### src/rtl/ct_ifu_icache_predecd_wr_ctrl.sv
// Predecode array0 requester: arbitrates fetch reads, FIFO-buffered refill line writes and a
// full-array invalidate sweep. Optional write-starvation guard under IFU_PREDECD_STARVE_EN.
module ct_ifu_icache_predecd_wr_ctrl #(
  parameter int unsigned WIDTH      = 12,
  parameter int unsigned LINE_BEATS = 4,
  parameter int unsigned STARVE_MAX = 7
) (
  input  logic        forever_cpuclk,
  input  logic        cpurst,
  input  logic        fetch_req,
  input  logic [15:0] fetch_index,
  output logic        fetch_gnt,
  output logic        rd_vld,
  output logic [31:0] rd_data,
  input  logic        refill_start,
  input  logic [15:0] refill_line_index,
  input  logic        refill_vld,
  output logic        refill_rdy,
  input  logic [31:0] refill_predecd,
  output logic        refill_done,
  input  logic        inv_req,
  output logic        inv_done,
  output logic        busy,
  output logic [15:0] ifu_icache_index,
  output logic        ifu_icache_predecd_array0_cen_b,
  output logic        ifu_icache_predecd_array0_wen_b,
  output logic [31:0] ifu_icache_predecd_array0_din,
  output logic        ifu_icache_predecd_array0_clk_en,
  input  logic [31:0] icache_ifu_predecd_array0_dout
);

  localparam int unsigned AW = WIDTH - 2;
  localparam int unsigned BW = $clog2(LINE_BEATS);
  localparam int unsigned IW = 16;
  localparam int unsigned DW = 32;

  typedef enum logic [1:0] {IDLE, REFILL, INV} state_e;

  state_e        state;
  logic [AW-1:0] base_q;
  logic [AW-1:0] inv_cnt;
  logic [BW-1:0] beat_cnt;
  logic [AW-1:0] wr_addr;

  logic [DW-1:0] fifo_mem [2];
  logic          rd_ptr;
  logic          wr_ptr;
  logic [1:0]    fifo_cnt;

  logic fifo_full;
  logic fifo_empty;
  logic push;
  logic pop;
  logic wr_cand;
  logic wr_issue;
  logic force_wr;

  logic unused_line_bits;
  assign unused_line_bits = ^{refill_line_index[IW-1:WIDTH+1], refill_line_index[2:0]};

  assign fifo_full  = (fifo_cnt == 2'd2);
  assign fifo_empty = (fifo_cnt == 2'd0);
  assign refill_rdy = !fifo_full && (state == REFILL);
  assign push       = refill_vld && refill_rdy;
  assign wr_cand    = (state == REFILL) && !fifo_empty;
  assign fetch_gnt  = fetch_req && (state != INV) && !force_wr;
  assign wr_issue   = wr_cand && !fetch_gnt;
  assign pop        = wr_issue;
  assign busy       = (state != IDLE);
  assign rd_data    = rd_vld ? icache_ifu_predecd_array0_dout : '0;
  assign ifu_icache_predecd_array0_clk_en = !ifu_icache_predecd_array0_cen_b | rd_vld;

  // Beat offset wraps inside the line; upper address bits come from the latched base.
  assign wr_addr = {base_q[AW-1:BW], BW'(base_q[BW-1:0] + beat_cnt)};

`ifdef IFU_PREDECD_STARVE_EN
  logic [2:0] starve_cnt;

  assign force_wr = wr_cand && (starve_cnt == 3'(STARVE_MAX));

  // Counts cycles a pending refill write loses to fetch.
  always_ff @(posedge forever_cpuclk) begin
    if (cpurst) begin
      starve_cnt <= '0;
    end else if (wr_issue) begin
      starve_cnt <= '0;
    end else if (wr_cand && fetch_gnt) begin
      starve_cnt <= starve_cnt + 3'd1;
    end
  end
`else
  logic [2:0] unused_starve_max;
  assign unused_starve_max = 3'(STARVE_MAX);
  assign force_wr          = 1'b0;
`endif

  // Array drive: invalidate sweep, then fetch, then refill write.
  always_comb begin
    ifu_icache_predecd_array0_cen_b = 1'b1;
    ifu_icache_predecd_array0_wen_b = 1'b1;
    ifu_icache_index                = '0;
    ifu_icache_predecd_array0_din   = '0;
    if (state == INV) begin
      ifu_icache_predecd_array0_cen_b = 1'b0;
      ifu_icache_predecd_array0_wen_b = 1'b0;
      ifu_icache_index                = IW'({inv_cnt, 3'b000});
    end else if (fetch_gnt) begin
      ifu_icache_predecd_array0_cen_b = 1'b0;
      ifu_icache_index                = fetch_index;
    end else if (wr_issue) begin
      ifu_icache_predecd_array0_cen_b = 1'b0;
      ifu_icache_predecd_array0_wen_b = 1'b0;
      ifu_icache_index                = IW'({wr_addr, 3'b000});
      ifu_icache_predecd_array0_din   = fifo_mem[rd_ptr];
    end
  end

  always_ff @(posedge forever_cpuclk) begin
    if (cpurst) begin
      state       <= IDLE;
      base_q      <= '0;
      beat_cnt    <= '0;
      inv_cnt     <= '0;
      rd_vld      <= 1'b0;
      refill_done <= 1'b0;
      inv_done    <= 1'b0;
    end else begin
      rd_vld      <= fetch_gnt;
      refill_done <= 1'b0;
      inv_done    <= 1'b0;
      case (state)
        IDLE: begin
          if (inv_req) begin
            state   <= INV;
            inv_cnt <= '0;
          end else if (refill_start) begin
            state    <= REFILL;
            base_q   <= refill_line_index[WIDTH:3];
            beat_cnt <= '0;
          end
        end
        REFILL: begin
          if (wr_issue) begin
            beat_cnt <= beat_cnt + BW'(1);
            if (&beat_cnt) begin
              state       <= IDLE;
              refill_done <= 1'b1;
            end
          end
        end
        INV: begin
          inv_cnt <= inv_cnt + AW'(1);
          if (&inv_cnt) begin
            state    <= IDLE;
            inv_done <= 1'b1;
          end
        end
        default: state <= IDLE;
      endcase
    end
  end

  // Two-entry refill FIFO; simultaneous push and pop keeps the count.
  always_ff @(posedge forever_cpuclk) begin
    if (cpurst) begin
      rd_ptr   <= 1'b0;
      wr_ptr   <= 1'b0;
      fifo_cnt <= '0;
    end else begin
      if (push) begin
        fifo_mem[wr_ptr] <= refill_predecd;
        wr_ptr           <= ~wr_ptr;
      end
      if (pop) begin
        rd_ptr <= ~rd_ptr;
      end
      fifo_cnt <= fifo_cnt + 2'(push) - 2'(pop);
    end
  end

endmodule

### config.mk
export PLATFORM = sky130hd
export DESIGN_NAME = ct_ifu_icache_predecd_wr_ctrl
export DESIGN_NICKNAME = d
export VERILOG_FILES = /design/src/rtl/ct_ifu_icache_predecd_wr_ctrl.sv
export SDC_FILE = /design/constraint.sdc
export NUM_CORES = 1
export LEC_CHECK = 0
export ABC_AREA = 1
export CAP_MARGIN = 30
export CORE_MARGIN = 5
export CORE_UTILIZATION = 42
export CTS_CLUSTER_SIZE = 20
export DETAILED_ROUTE_END_ITERATION = 10
export PLACE_DENSITY = 0.81
export SLEW_MARGIN = 20
export SYNTH_ARGS = -nofsm -noshare
export SYNTH_HDL_FRONTEND = slang
export SYNTH_SLANG_ARGS = --single-unit
### constraint.sdc
create_clock -name forever_cpuclk -period 4.6 [get_ports forever_cpuclk]
set_input_delay 0.46 -clock forever_cpuclk [delete_from_list [all_inputs] [get_ports forever_cpuclk]]
set_output_delay 0.46 -clock forever_cpuclk [all_outputs]
set_load 0.02 [all_outputs]
* Word-level counts from Yosys, hierarchy flattened
Memory sizes are Yosys's and may differ from the RTL's. A register that Yosys moved wholly into a read port is not among the register bits. Index checks and enable logic that the tools add are counted.
Word-level totals: flip-flop bits (word level) 31, RAM bits 64, memories 1, output and inout port bits 89, input bits 102, word-level logic and storage cells 87
Memory list:
- fifo_mem | words 2, width 32, read ports 1, clocked after Yosys merged registers in 1, write ports 1, line 45 | logic [DW-1:0] fifo_mem [2];
Operators by class: bitwise logic cells 7, multiplexer cells 31, equal/unequal tests 11, $add $sub $neg 5, reduce and logical (&&, ||, !) cells 22
Operator list (count):
- 2-to-1 mux 32 bit | 4
- 2-to-1 mux 16 bit | 2
- one-hot mux 10 bit (2 select lines) | 1
- 2-to-1 mux 2 bit | 8
- 2-to-1 mux 13 bit | 1
- 2-to-1 mux 1 bit | 12
- adder 10 x 1 -> 10 bit (second input constant) | 1
- 2-to-1 mux 10 bit | 1
- != test 2 bit (second input constant) | 5
- AND reduction 10 bit | 1
- AND reduction 4 bit | 2
- NOT 1 bit | 6
- one-hot mux 2 bit (3 select lines) | 1
- nonzero test 2 bit | 3
- logical AND 1 bit | 5
- equality test 2 bit (second input constant) | 2
- zero test 1 bit | 4
- zero test 2 bit | 2
- != test 2 x 1 -> 1 bit (second input constant) | 2
- one-hot mux 2 bit (2 select lines) | 1
- AND reduction 2 bit | 2
- != test 3 bit (second input constant) | 1
- AND reduction 3 bit | 1
- OR reduction 3 bit | 1
- 7 further kinds | 7

* Longest topological paths before layout
depth after elaboration 9, depth in mapped cells 11, mapped depth without buffers 10

* Least setup slack after synthesis
OpenSTA, ideal clock, no wires.
kind register to register, start register state[1], end memory fifo_mem[1][0] (enable), data required time 4.139 ns, slack 0.782 ns, data arrival time 3.357 ns, buffers on the path 0, stages on the path, launching flop included 6, clock period less this slack 3.818 ns, setup time 0.461 ns, cells stage by stage dfxtp_1 > inv_1 > nand2_1 > a21oi_1 > nand2_1 > nor3_1
Between the ends: word-level cells in the longest chain between the ends 6
RTL lines:
- start, declared | line 39 | state_e state;
- start signal, assigned | line 120 | state <= IDLE;
- start signal, assigned | line 134 | state <= INV;
- start signal, assigned | line 137 | state <= REFILL;
- equality test 2 x 1 -> 1 bit | line 63 | assign refill_rdy = !fifo_full && (state == REFILL);
- logical AND 1 bit | line 63
- named net refill_rdy | line 18 | output logic refill_rdy,
- logical AND 1 bit | line 64 | assign push = refill_vld && refill_rdy;
- 2-to-1 mux 1 bit | line 170 | if (push) begin
- 2-to-1 mux 1 bit | line 165 | if (cpurst) begin
- 2-to-1 mux 1 bit (not written as such) | line 171 | fifo_mem[wr_ptr] <= refill_predecd;
- end, declared | line 45
The timed path passes the listed nets, and every way through them passes these cells.

* Worst setup path after layout
start register state[0], end output port ifu_icache_index[4]
Between the ends: word-level cells in the longest chain between the ends 7, elaborated cells between the ends (all ways) 10, those cells by class 3 x eq/ne; 3 x mux; 4 x reduce/logical
RTL lines:
- != test 2 bit | line 66 | assign fetch_gnt = fetch_req && (state != INV) && !force_wr;
- logical AND 1 bit | line 66
- zero test 1 bit | line 67 | assign wr_issue = wr_cand && !fetch_gnt;
- logical AND 1 bit | line 67
- 2-to-1 mux 13 bit | line 110 | end else if (wr_issue) begin
- 2-to-1 mux 16 bit | line 107 | end else if (fetch_gnt) begin
- 2-to-1 mux 16 bit * | line 103 | if (state == INV) begin
- end, declared | line 24 | output logic [15:0] ifu_icache_index,
Mark *: on every way between the ends. The rest lies on a longest branch, timed or not.

==> out/results.ini <==
[routing]
routed_wl_mm = 11.57
ant_nets = 0
drtIter0Drc = 217
wl_met3_um = 785
num_vias = 3722
drc = 0
avgViaCountPerCell = 4.754
routed.top_layer = met4
wl_per_cell_um = 14.77
drt-pass1-iter-count = 4
wl_met2_mm = 5.726
met1_length_mm = 4.816

[placement]
dp_hpwl_mm = 8.514
dpl_worst_slack_ps = 1083
portBuffers = 184
globalplace.congestion = 0.8980

[power]
p_per_area_nw_per_um2 = 279.3
combPwrFrac_pct = 18.7
leakage_nw = 2.515
p_clk_share_pct = 28.5
p_int_w = 0.001322
vdd.ir_drop.worst_uv = 147.0
seqPwrFrac_pct = 52.8
power.net_switching_w = 0.0004984
switching_share_pct = 27.37

[cells_and_area]
drive_gt1_share_pct = 4.173
diodes = 0
fin_nets = 749
syn_to_final_growth_pct = 49.45

[critical_path]
arrival_ps = 3010
setup.worst_path.class = flip-flop to output port
end_kind = output port
crit_fanout = 39
startpoint_type = flip-flop
cp.required_ps = 4140

[run_status]
status = finished clean

[clocking]
ctsRootBufferMaster = clkbuf_8
holdBufCountCts = 0
clk_path_buf_depth = 2
cts_tree = done
numCtsBuffers = 9
ctsResizeCount = 0
htree_levels = 3
clkTransAtPathRegs_ps = 100
clkLatencyLatePin_ps = 360
clock_sinks = 96
postCtsSetupRepairBufs = 0

[timing]
skew_ps = 10.87
rsz0062_at_grt = no
finalCritPeriodShare_pct = 75.53
maxSlewHeadroom_pct = 42.85
layout_setup_ws_ps = 1125
worst_slew_pin_slew_ps = 856.3
min_period_ps = 3475
finalSetupTns_ps = 0
finalHoldViolations = 0
clock.fmax_ghz = 0.2878
finalSetupViolCount = 0
drv_slew = 0

[logic_synthesis]
synth_cell_types = 28
syn-mean-instance-area_um2 = 9.441
synth_top_area_share_pct = 44.06
netlist_instances = 462
ys_async_sr_fraction_pct = 0
netlist_area_um2 = 4362
synth_top_area_cell = edfxtp_1
syn_nets = 569
yosys_most_used_dff = edfxtp_1
synthTopCellsByArea = edfxtp_1 44%, dfxtp_1 15%, nand2_1 8.0%, mux2i_1 7.3%, nor2_1 7.2%
ys_warn_count = 0
yosysMostFrequentCell = nand2_1
synth_edf_count = 64
yosys-top-cells-count = 93 x nand2_1, 84 x nor2_1, 65 x inv_1
ys_seq_elements = 96
yosysSeqAreaShare_pct = 58.75

[global_route]
grt-ovfl-total = 0
grt_max_degree = 40
grt_pass1_wl_mm = 18.01
antenna_found_initial = 0
grt_pass1_vias = 3701
grt_usage_pct = 17.72

[job]
drv_cap = 0

[floorplanning]
fp.dieH_um = 111.9
io_pins = 191
die_w_um = 111.9
core_area_um2 = 10230
row_count = 37
initial_core_util_pct = 42.63
die_area_um2 = 12520

[min_path]
hp-class = flip-flop to flip-flop

## logic make-up after synthesis
group | Yosys count | share of synthesized area (%)
AO/OA/AOI/OAI | 39 | 4.934
multiplexers | 32 | 7.344
flip-flops | 96 | 58.75
AND/OR/NAND/NOR | 199 | 18.24
adder cells (fa/ha/maj) | 5 | 1.434
XOR/XNOR | 4 | 0.8034
buffers and inverters | 87 | 8.491
## power groups by stage
stage               sequential (W)  clock [W]  combinational (W)
floorplan                 0.000977          0           0.000156
global route              0.000965   0.000574           0.000366
detailed placement        0.000987          0           0.000328
global placement          0.000985          0           0.000322
CTS                       0.000967   0.000533           0.000332
finish                    0.000962   0.000519           0.000340
## final cells by class
cell class	count	area [µm²]
Inverter	68	255.2
Sequential cell	96	2564
Clock buffer	9	123.9
Fill cell	828	3712
Timing Repair Buffer	188	1904
Tap cell	136	170.2
Multi-Input combinational cell	279	1441
Clock inverter	7	60.06
## final timing paths
kind / slack [ps] / startpoint / to / depth (start not counted)
max: 1130 / state[0]$_SDFFE_PP0P_ / ifu_icache_index[4] / 7
max reg2reg: 1840 / state[0]$_SDFFE_PP0P_ / fifo_cnt[1]$_SDFF_PP0_ / 10
min reg2reg: 470 / inv_cnt[7]$_SDFFE_PP0P_ / inv_cnt[7]$_SDFFE_PP0P_ / 2
min: 470 / inv_cnt[7]$_SDFFE_PP0P_ / inv_cnt[7]$_SDFFE_PP0P_ / 2
## flip-flops by register name, summed over array words and instances, names as in the netlist, named ones only
| signal | cells |
|---|---|
| inv_done | 1 |
| beat_cnt | 2 |
| refill_done | 1 |
| base_q | 10 |
| inv_cnt | 10 |
| wr_ptr | 1 |
| fifo_cnt | 2 |
| fifo_mem | 64 |
| state | 2 |
| rd_vld | 1 |
| rd_ptr | 1 |
## metrics by stage
step | std cells | utilization [%] | cell area [µm²] | hold slack, ps | power [W]
final | 783 | 63.72 | 6519 | 474.1 | 0.001821
after global routing | 783 | 63.72 | 6519 | 515.9 | 0.001905
after CTS | 780 | 63.18 | 6464 | 474.3 | 0.001832
after detailed placement | 764 | 61.38 | 6280 | 460.7 | 0.001315
after global placement | 764 | 61.38 | 6280 | 450.0 | 0.001307
after floorplan | 462 | - | 4362 | 440.5 | 0.001133
## layer usage
| metal | vias up | track usage, % |
|---|---|---|
| met1 | 1715 | 22.58 |
| li1 | 1844 | - |
| met3 | 22 | 4.239 |
| met4 | 0 | 5.758 |
| met2 | 141 | 29.74 |
| met5 | - | 0 |
## cells in the final DEF, fill, tap and decap left out, drive strengths merged
cell type and n:
a22oi 1, nand3b 1, buf 4, dfxtp 32
edfxtp 64, ha 5, xnor2 2, clkdlybuf4s50 184
clkbuf 9, a21oi 12, a211oi 1, nor3 4
nand2 93, mux2i 32, inv 71, clkinvlp 1
clkinv 3, xor2 2, o211ai 6, nand4 1
nand3 14, o21ai 19, nor2 86
## worst max-delay path, stage by stage, from the launching register on
cell,delay [ps]
dfxtp_1,440
inv_2,90
nor2_4,120
nand3_2,660
inv_2,500
nand3_1,130
nand3_1,100
clkdlybuf4s50_1,620
(Power assumes the default switching activity.)
